`src/rtl/ghadi_set_controller.sv`:
```
// Button-driven set/arm sequencer for the Aclock alarm clock: digit editing with
// one-cycle time/alarm commits, alarm arm level, snooze and ring auto-stop.
module ghadi_set_controller #(
    parameter int EDIT_TIMEOUT = 30,
    parameter int ALARM_MAX    = 60
) (
    input  logic       Ghadi,
    input  logic       Reset,
    input  logic       Btn_Samay,
    input  logic       Btn_AlarmSet,
    input  logic       Btn_Next,
    input  logic       Btn_Inc,
    input  logic       Btn_Arm,
    input  logic       Btn_Snooze,
    input  logic       Alarm,
    input  logic [1:0] Hours_Ki_Tenth_digit_CUR,
    input  logic [3:0] Hours_Ki_Ones_digit_CUR,
    input  logic [3:0] Mins_Ki_Tenth_digit_CUR,
    input  logic [3:0] Mins_Ki_Ones_digit_CUR,
    output logic [1:0] Hours_Ki_Tenth_digit_IN,
    output logic [3:0] Hours_Ki_Ones_digit_IN,
    output logic [3:0] Mins_Ki_Tenth_digit_IN,
    output logic [3:0] Mins_Ki_Ones_digit_IN,
    output logic       Load_Samay,
    output logic       Load_Alarm,
    output logic       Alarm_Chalu,
    output logic       Alarm_Band,
    output logic [2:0] Edit_Sel
);

    typedef enum logic [3:0] {
        IDLE, T_HT, T_HO, T_MT, T_MO, T_COMMIT,
        A_HT, A_HO, A_MT, A_MO, A_COMMIT
    } state_t;

    localparam int TW = $clog2(EDIT_TIMEOUT + 1);
    localparam int RW = $clog2(ALARM_MAX + 1);
    localparam logic [TW-1:0] TO_LAST   = TW'(EDIT_TIMEOUT - 1);
    localparam logic [RW-1:0] RING_LAST = RW'(ALARM_MAX - 1);

    state_t        state, state_n;
    logic [5:0]    btn, btn_prev, btn_edge;
    logic          e_samay, e_aset, e_next, e_inc, e_arm, e_snooze, any_edge;
    logic [1:0]    ht, sh_ht, ht_inc;
    logic [3:0]    ho, mt, mo, sh_ho, sh_mt, sh_mo;
    logic [TW-1:0] to_cnt;
    logic [RW-1:0] ring_cnt;
    logic          to_expired;

    assign btn      = {Btn_Snooze, Btn_Arm, Btn_Inc, Btn_Next, Btn_AlarmSet, Btn_Samay};
    assign btn_edge = btn & ~btn_prev;
    assign {e_snooze, e_arm, e_inc, e_next, e_aset, e_samay} = btn_edge;
    assign any_edge   = |btn_edge;
    assign to_expired = (to_cnt == TO_LAST) && !any_edge;
    assign ht_inc     = (ht == 2'd2) ? 2'd0 : ht + 2'd1;

    assign Hours_Ki_Tenth_digit_IN = ht;
    assign Hours_Ki_Ones_digit_IN  = ho;
    assign Mins_Ki_Tenth_digit_IN  = mt;
    assign Mins_Ki_Ones_digit_IN   = mo;

    // NOTE: state and every register below use non-blocking assignments so all
    // flops update together from the same pre-edge values.
    always_ff @(posedge Ghadi) begin
        if (Reset) state <= IDLE;
        else       state <= state_n;
    end

    // NOTE: every always_comb output gets a default first, otherwise a missed
    // branch would infer a latch.
    always_comb begin
        state_n    = state;
        Edit_Sel   = 3'd0;
        Load_Samay = 1'b0;
        Load_Alarm = 1'b0;
        unique case (state)
            IDLE:     if (e_samay) state_n = T_HT;
                      else if (e_aset) state_n = A_HT;
            T_HT:     begin Edit_Sel = 3'd1; if (e_next) state_n = T_HO;     end
            T_HO:     begin Edit_Sel = 3'd2; if (e_next) state_n = T_MT;     end
            T_MT:     begin Edit_Sel = 3'd3; if (e_next) state_n = T_MO;     end
            T_MO:     begin Edit_Sel = 3'd4; if (e_next) state_n = T_COMMIT; end
            A_HT:     begin Edit_Sel = 3'd1; if (e_next) state_n = A_HO;     end
            A_HO:     begin Edit_Sel = 3'd2; if (e_next) state_n = A_MT;     end
            A_MT:     begin Edit_Sel = 3'd3; if (e_next) state_n = A_MO;     end
            A_MO:     begin Edit_Sel = 3'd4; if (e_next) state_n = A_COMMIT; end
            T_COMMIT: begin Load_Samay = 1'b1; state_n = IDLE; end
            A_COMMIT: begin Load_Alarm = 1'b1; state_n = IDLE; end
            default:  state_n = IDLE;
        endcase
        if (Edit_Sel != 3'd0 && to_expired) state_n = IDLE;
    end

    // Edit registers; Edit_Sel doubles as the selected-digit index (0 in IDLE/COMMIT).
    always_ff @(posedge Ghadi) begin
        if (Reset) begin
            {ht, ho, mt, mo}             <= '0;
            {sh_ht, sh_ho, sh_mt, sh_mo} <= '0;
        end else begin
            if (state == IDLE && e_samay) begin
                ht <= Hours_Ki_Tenth_digit_CUR;
                ho <= Hours_Ki_Ones_digit_CUR;
                mt <= Mins_Ki_Tenth_digit_CUR;
                mo <= Mins_Ki_Ones_digit_CUR;
            end else if (state == IDLE && e_aset) begin
                {ht, ho, mt, mo} <= {sh_ht, sh_ho, sh_mt, sh_mo};
            end else if (e_inc) begin
                unique case (Edit_Sel)
                    3'd1: begin
                        ht <= ht_inc;
                        if (ht_inc == 2'd2 && ho > 4'd3) ho <= 4'd3;
                    end
                    3'd2: ho <= ((ht == 2'd2 && ho >= 4'd3) || ho >= 4'd9) ? 4'd0 : ho + 4'd1;
                    3'd3: mt <= (mt >= 4'd5) ? 4'd0 : mt + 4'd1;
                    3'd4: mo <= (mo >= 4'd9) ? 4'd0 : mo + 4'd1;
                    default: ;
                endcase
            end
            if (state == A_COMMIT) {sh_ht, sh_ho, sh_mt, sh_mo} <= {ht, ho, mt, mo};
        end
    end

    // Edit inactivity timer: held at zero outside edit states, restarted by any edge.
    always_ff @(posedge Ghadi) begin
        if (Reset || Edit_Sel == 3'd0 || any_edge || to_cnt == TO_LAST) to_cnt <= '0;
        else                                                           to_cnt <= to_cnt + 1'b1;
    end

    // Arm, snooze and ring auto-stop run regardless of the edit state.
    always_ff @(posedge Ghadi) begin
        if (Reset) begin
            btn_prev    <= '0;
            Alarm_Chalu <= 1'b0;
            Alarm_Band  <= 1'b0;
            ring_cnt    <= '0;
        end else begin
            btn_prev   <= btn;
            Alarm_Band <= Alarm && (e_snooze || ring_cnt == RING_LAST || (e_arm && Alarm_Chalu));
            if (e_arm) Alarm_Chalu <= ~Alarm_Chalu;
            if (!Alarm || ring_cnt == RING_LAST) ring_cnt <= '0;
            else                                 ring_cnt <= ring_cnt + 1'b1;
        end
    end

endmodule
```
`config.mk`:
```
export PLATFORM = sky130hd
export DESIGN_NAME = ghadi_set_controller
export DESIGN_NICKNAME = d
export VERILOG_FILES = /design/src/rtl/ghadi_set_controller.sv
export SDC_FILE = /design/constraint.sdc
export NUM_CORES = 1
export LEC_CHECK = 0
export CORE_ASPECT_RATIO = 0.8
export CORE_MARGIN = 5
export CORE_UTILIZATION = 54
export DETAILED_ROUTE_END_ITERATION = 12
export PLACE_DENSITY = 0.81
export SYNTH_ARGS = -nofsm -noshare
export SYNTH_HDL_FRONTEND = slang
export SYNTH_SLANG_ARGS = --single-unit
```
`constraint.sdc`:
```
create_clock -name Ghadi -period 2.3 [get_ports Ghadi]
set_input_delay 0.46 -clock Ghadi [delete_from_list [all_inputs] [get_ports Ghadi]]
set_output_delay 0.46 -clock Ghadi [all_outputs]
set_load 0.03 [all_outputs]
```
# Word-level counts from Yosys, hierarchy flattened
# Cells that the tools add are included.
[totals]
reg_bits = 51
inputBits = 23
out_inout_bits = 21
word_cells = 128
[classes]
n_addsub = 6
order_cmp = 5
eq_ne = 28
n_mux = 35
n_bitwise = 3
n_reduce_logical = 37
[ops]
columns = ["operator", "n"]
rows = [
  ["$mux 4", 25],
  ["$pmux 4 s9", 1],
  ["$eq 4x3->1 const B", 4],
  ["$ne 2x2->1 const B", 8],
  ["$reduce_bool 3->1", 5],
  ["$add 4x1->4 const B", 3],
  ["$eq 4x4->1 const B", 3],
  ["$pmux 3 s4", 1],
  ["$reduce_or 2->1", 6],
  ["$mux 2", 5],
  ["$reduce_and 9->1", 1],
  ["$eq 4x2->1 const B", 2],
  ["$ge 4x4->1 const B", 2],
  ["$logic_and 1x1->1", 8],
  ["$pmux 4 s2", 1],
  ["$logic_or 1x1->1", 7],
  ["$add 6x1->6 const B", 1],
  ["$and 6x6->6", 1],
  ["$eq 3x2->1 const B", 2],
  ["$eq 6x6->1 const B", 1],
  ["$not 6->6", 1],
  ["$reduce_and 2->1", 3],
  ["$reduce_or 6->1", 1],
  ["$add 5x1->5 const B", 1],
  ["other kinds (18)", 21],
]

# Longest topological paths before layout
# Gate-level depths: netlist of run 1.
[depth]
word_depth = 9
mapped_depth = 8

# Least setup slack after synthesis of run 1
# Ideal clock, no wire load.
[synth_timing]
path_kind = "flip-flop to output port"
start = "register state[3]"
end = "output port Edit_Sel[1]"
arrival_ns = 1.744
required_ns = 1.840
path_slack_ns = 0.096
path_stages_with_launch = 6
n_path_buf = 2
cell_sequence = "dfxtp_1 -> buf_2 -> buf_1 -> nor3b_1 -> nor2_1 -> o21ai_0"
[synth_between]
elab_chain_cells = 3
elab_cells_between_ends = 13
classes_between = "eq/ne: 8; mux: 1; reduce/logical: 4"
[synth_rtl]
columns = ["element", "line", "source"]
rows = [
  ["start: declaration", "41", "state_t state, state_n;"],
  ["start signal: assignment", "66", "else state <= state_n;"],
  ["$eq 4x4->1, or another cell as far along", "76", "unique case (state)"],
  ["$reduce_or 2->1 (no source line)", "n/a", ""],
  ["$pmux 3 s4 (*)", "76", ""],
  ["end: declaration", "28", "output logic [2:0] Edit_Sel"],
]
# Every way passes the cells marked *; elsewhere a longest branch is shown, timed or not.

# Worst setup path in the final report of run 1
[layout_timing]
start = "register state[0]"
end = "output port Edit_Sel[2]"
# Same word-level chain as after synthesis.

==> impl_results.md, run 1 <==
- Leak: roughly 0.0013 µW
- Ys async rst share: 0
- Post-CTS sizing: 1
- PwrDens: 1160 nW/µm²
- Worst slew margin: 0.538
- Die height: about 74 µm
- Clock skew: ~0.0048 ns
- Most common cell after layout, fill and taps aside: nand2_1
- Main synth FF type: dfxtp_1
- Final worst slack: 0.163 ns
- Most frequent cells in the layout: 52 x nand2_1, 51 x dfxtp_1, 38 x clkdlybuf4s50_1
- Distinct cells, synth: 54
- CP Buf/Inv Count: 2
- Crit path launch type: flip-flop
- Core area: 4980 µm²
- Vias in the first global route: around 2600
- Initial Util: 0.556
- Detailed Place HPWL: 5.42 mm
- FP Rows: 23
- Post-CTS Hold Buffers: 0
- Routability cong.: a little over 0.9
- Initial drt markers: 172
- H-tree depth: 2
- Crit Path Class: reg -> out
- Drt pass-1 iters: 5
- Worst Hold Class: reg -> reg
- Most frequent CP cell: buf_4
- DIE AREA: about 6700 µm²
- CP Max Fanout: 7
- Crit share post-route: 0.929
- Synthesis-stage register bit count: 51
- EDFF count, synth: 0
- Initial antenna violation count: 0
- Synth Cell Area: between 2000 and 3000 µm²
- Maximum clock path buffer count: 2
- WL/cell: 15.6 µm
- Slew Viols, Final: 0
- Slew @ Worst Pin: 0.684 ns
- Seq/Total Area, Yosys: 0.369
- Worst-Skew Late Latency: a little over 0.3 ns
- DP Area: 3350 µm²
- R2R setup slack: 0.20 ns
- Status: completed
- CTS tree: built
- Setup slack at placement: -0.00520 ns
- DR vias/cell: 5.83
- Routed WL: roughly 7.3 mm
- Ant. Diodes: 0
- Syn. warnings: 0
- Clock root cell: clkbuf_8
- Post-Syn Nets: 388
- Post-route ant nets: 0
- Num CTS Buffers: 5
- Via count: 2748
- GRT Total Usage: 0.226
- Clk sinks: 51
- Grt ovf: 0
- Net count, final: roughly 440
- Worst VDD drop: approximately 950 µV
- Largest net degree at the start of global routing: 32
- Slowest-stage cell, CP: or3b_2
- Width of the die: between 90 and 100 µm
- Cell Chain, Critical Path: buf_4 > or3b_2 > a21oi_2 > buf_4
- Setup bufs post-CTS: 0
- Total power: 4000 µW
- Clock slew at reported path FFs: 0.10 ns
- # DRC: 0
- Hold Vio Cnt, Final: 0
- Max frequency: between 400 and 500 MHz
- Layout area overhead: 24.2%
- Synth Instances: 353
- MaxCap Viol Count: 0
- # setup viols final: 0
- Top Family by Delay on Critical Path: simple AND/OR/NAND/NOR gates
- CP endpoint kind: output pin
- Data required time of the critical path: 1.84 ns
- First-pass GRT wire length: 12.4 mm
- Syn avg cell area: 7.85 µm²
- Unrepaired setup endpoints after global routing: no
- Port Buffers: 43
- Tmin final: 2.14 ns
- Worst path max stage delay: 0.47 ns
- WP data arrival: 1.68 ns
- Ports: 44
- Final Cell Area: 3440 µm²
- Fraction of layout cells with a size suffix above 1: 0.105
layout make-up:
type | instances | area, µm²
clock buffers | 5 | 68.8
clock inverters | 3 | 20.0
fillers | 426 | 1540
inverters | 16 | 60.1
multi-input cells | 269 | 1610
flip-flops and latches | 51 | 1020
well taps | 62 | 77.6
repair buffers | 65 | 584
layer usage:
| layer | track usage | vias to the layer above | part of all wire |
|---|---|---|---|
| met4 | 0.0628 | 0 | 0.011 |
| met3 | 0.0576 | 11 | 0.079 |
| met1 | 0.294 | 1278 | 0.45 |
| met2 | 0.379 | 123 | 0.46 |
| met5 | 0 | - | 0 |
| li1 | - | 1336 | - |
power by group:
part | internal [µW] | total, µW | switching (µW) | leakage, µW
Combinational | 963 | 2240 | 1280 | 0.000845
Clock | 212 | 520 | 308 | 0.0000402
Sequential | 1020 | 1240 | 225 | 0.000416
synth_stat cells (2+ instances only):
library cell  number  area share
xnor2_1            8       0.025
ha_1              12       0.054
o21ai_0            9       0.016
o311a_1            2      0.0072
nand3b_1           2      0.0054
a21o_1             3      0.0081
and3_1             2      0.0045
nor2b_1           13       0.029
nor3b_1            5       0.014
o41ai_1            2      0.0063
nand2_1           52       0.070
a22oi_1            2      0.0054
nor3_1            11       0.020
inv_1             15       0.020
buf_4              2      0.0054
o21ai_1            2      0.0036
nand4_1            4      0.0090
or3_1              6       0.014
nor2_1            28       0.038
nand3_1           22       0.040
clkbuf_1          10       0.014
a211o_1            2      0.0063
mux2i_1            2      0.0072
or3b_2             2      0.0063
nor2_2             2      0.0045
nand2b_1           8       0.018
buf_1              2      0.0027
o211ai_1           2      0.0054
a221oi_1           3      0.0095
a21oi_1           35       0.063
o221ai_1           2      0.0063
o22ai_1            3      0.0068
buf_2              2      0.0036
xor2_1             6       0.019
dfxtp_1           51        0.37
sequential cells by signal, summed over array words and instances, names as in the netlist:
| name | cells |
|---|---|
| btn_prev | 6 |
| ring_cnt | 6 |
| to_cnt | 5 |
| Hours_Ki_Ones_digit_IN | 4 |
| Mins_Ki_Ones_digit_IN | 4 |
| Mins_Ki_Tenth_digit_IN | 4 |
| sh_ho | 4 |
| sh_mo | 4 |
| sh_mt | 4 |
| state | 4 |
| Hours_Ki_Tenth_digit_IN | 2 |
| sh_ht | 2 |
| Alarm_Band | 1 |
| Alarm_Chalu | 1 |
worst paths after layout:
kind | cells after the start | end | start
setup reg to reg | 6 | Hours_Ki_Ones_digit_IN[1] | state[2]
setup / recovery | 4 | Edit_Sel[2] | state[0]
hold reg to reg | 1 | ring_cnt[0] | ring_cnt[0]
hold / removal | 1 | ring_cnt[0] | ring_cnt[0]
kinds of logic (layout without fill, tap and decap cells):
logic type / after synthesis / count (layout) / share of synthesized area
multiplexers: 2 / 2 / 0.00723
XOR/XNOR: 14 / 14 / 0.0443
adder cells (fa/ha/maj): 12 / 12 / 0.0542
flip-flops: 51 / 51 / 0.369
AND/OR/NAND/NOR: 164 / 164 / 0.297
buffers and inverters: 33 / 89 / 0.0510
AO/OA/AOI/OAI: 77 / 77 / 0.178
per-stage QoR:
stage                      util  TNS (ns)  instances  hold slack, ns
after floorplan               -         0        353           0.418
after global placement    0.673         0        463           0.429
after detailed placement  0.673  -0.00520        463           0.440
after CTS                 0.691         0        471           0.457
after global routing      0.691         0        471           0.489
final                     0.691         0        471           0.454
(Power assumes the default switching activity.)
==> run 2: changes to the inputs <==
- CORE_UTILIZATION: 54 -> 55
- CTS_BUF_LIST: default -> sky130_fd_sc_hd__clkbuf_4
- PLACE_DENSITY: 0.81 -> 0.83
==> impl_results.md, run 2 (synthesis gave the netlist of run 1 again) <==
- Most common cell after layout, fill and taps aside: nand2_1
- Worst VDD drop: 807 µV (-15%)
- Die height: 73.5 µm (-0.79%)
- Crit path launch type: flip-flop
- Fin util: 0.703 (+0.0126)
- Status: completed
- Port Buffers: 43 (unchanged)
- Total internal power: 2390 µW (+8.8%)
- First-pass GRT wire length: 11.8 mm (-4.9%)
- Setup TNS: 0 ns (unchanged)
- Crit Path Class: reg -> out
- Net count, final: 444 (+0.23%)
- Crit share post-route: 0.968 (+0.0385)
- Largest net degree at the start of global routing: 32 (unchanged)
- Reg power frac: 0.299 (-0.011)
- Tmin final: 2.23 ns (+0.0885 ns)
- Layout area overhead: 25.7%
- Via count: 2762 (+0.51%)
- GRT Total Usage: 0.231 (+0.00535)
- H-tree depth: 2 (unchanged)
- Slowest-stage cell, CP: or3b_2
- Unrepaired setup endpoints after global routing: no
- Biggest regs: btn_prev x6, ring_cnt x6, to_cnt x5
- Ports: 44 (unchanged)
- Worst path max stage delay: 0.50 ns (+0.03 ns)
- Clock slew at reported path FFs: 0.16 ns (+0.06 ns)
- Slew @ Worst Pin: 0.612 ns (-0.0716 ns)
- Initial drt markers: 187 (+8.7%)
- CP Max Fanout: 7 (unchanged)
- CP endpoint kind: output pin
- Psw: 1800 µW (-0.52%)
- MaxCap Viol Count: 0 (unchanged)
- Most frequent cells in the layout: 52 x nand2_1, 47 x dfxtp_1, 38 x clkdlybuf4s50_1
- FP Rows: 23 (unchanged)
- Cell Chain, Critical Path: buf_4 > or3b_2 > a21oi_4 > buf_6
- Worst-Skew Late Latency: 0.39 ns (+0.08 ns)
- Ant. Diodes: 0 (unchanged)
- Routability cong.: 0.915 (-2.2%)
- Max frequency: 449 MHz (-4.0%)
- PwrDens: 1200 nW/µm² (+3.3%)
- Core area: 4950 µm² (-0.58%)
- Combinational Power Share: 0.548 (-0.012)
- Clock skew: 0.00985 ns (+0.00507 ns)
- WP data arrival: 1.77 ns (+0.09 ns)
- Drt pass-1 iters: 5 (unchanged)
- Clk sinks: 51 (unchanged)
- Num CTS Buffers: 5 (unchanged)
- Maximum clock path buffer count: 2 (unchanged)
- Clock root cell: clkbuf_4
- CTS tree: built
- Worst slew margin: 0.591 (+0.0524)
- Hold Vio Cnt, Final: 0 (unchanged)
- WL/cell: 15.2 µm (-2.6%)
- Leak: 0.00132 µW (+1.4%)
- # setup viols final: 0 (unchanged)
- Total power: 4190 µW (+4.6%)
- CP Buf/Inv Count: 2 (unchanged)
- Initial antenna violation count: 0 (unchanged)
- Routed WL: 7.17 mm (-2.4%)
- Width of the die: 89.3 µm (-0.81%)
- # DRC: 0 (unchanged)
- Post-route ant nets: 0 (unchanged)
- Slew Viols, Final: 0 (unchanged)
- Grt ovf: 0 (unchanged)
- DIE AREA: 6560 µm² (-1.6%)
- Switching share of total power: 0.430 (-0.0221)
- Worst Hold Class: reg -> reg
- DR vias/cell: 5.85 (+0.30%)
- Vias in the first global route: 2561 (-3.2%)
- Initial Util: 0.560 (+0.00324)
- Top Family by Delay on Critical Path: simple AND/OR/NAND/NOR gates
- Data required time of the critical path: 1.84 ns (about the same)
- Clk pwr share: 0.153 (+0.023)
- Fraction of layout cells with a size suffix above 1: 0.117 (+0.0119)
- Detailed Place HPWL: 5.23 mm (-3.5%)
[run 2: cell count changes in the layout (fill, tap and decap cells not counted), moves of 2 or more]
cell	change
clkbuf_4	+5
clkbuf_8	-5
dfxtp_1	-4
dfxtp_2	+3
bufinv_16	+2
[run 2: per-layer routing]
metal  up-vias  share of wire  global-route usage
met5         -              0                   0
met4         0          0.020              0.0860
met1      1295           0.46               0.308
met3        16          0.062              0.0370
met2       102           0.45               0.377
li1       1349              -                   -
[run 2: through the flow]
stage / std cells / hold WS (ns) / worst slack, ns / area [µm²]
2_1_floorplan: 353 / 0.418 / 0.0955 / 2770
4_1_cts: 470 / 0.462 / 0.0305 / 3450
6_report: 472 / 0.457 / 0.0740 / 3480
3_5_place_dp: 462 / 0.443 / -0.00554 / 3340
5_1_grt: 472 / 0.480 / 0.00449 / 3480
3_3_place_gp: 462 / 0.435 / 0.0407 / 3340
[run 2: power by group through the flow]
stage                     Sequential (µW)  Combinational, µW  Clock, µW
after floorplan                      1380               1350          0
after detailed placement             1270               2210          0
final                                1250               2290        642
after global routing                 1280               2500        684
after global placement               1260               2160          0
after CTS                            1250               2220        645
[run 2: worst reg2reg max path, delay by kind of cell (launching register included)]
kind | cells | cell delay (ns)
AOI/OAI and AO/OA | 3 | 0.90
buffers and inverters | 1 | 0.15
DFF | 1 | 0.38
and+or+nand+nor | 1 | 0.62
[run 2: layout make-up]
type,count,area [µm²]
multi-input combinational,269,1620
inverter,16,60.1
sequential,51,1030
tap,62,77.6
fill,450,1470
timing repair buffer,66,596
clock buffer,5,37.5
clock inverter,3,67.6
[run 2: repair_timing]
item,CTS,global route
cloned,0,0
pin swaps,0,1
hold buffers,0,0
gates resized for setup,4,4
endpoints found under the setup margin,3,1
setup buffers,0,2
[run 2: final timing paths]
path | startpoint | to | slack, ns | depth (start not counted)
worst max register to register | state[0] | Mins_Ki_Ones_digit_IN[3] | 0.15 | 5
worst min-delay path | ring_cnt[0] | ring_cnt[0] | 0.46 | 1
worst min register to register | ring_cnt[0] | ring_cnt[0] | 0.46 | 1
worst max-delay path | state[0] | Edit_Sel[2] | 0.07 | 4
==> run 3: changes to the inputs <==
- SLEW_MARGIN: default -> 10
==> results of run 3 <==
Same layout as run 2: the final DEF is identical, and so are final timing and power.
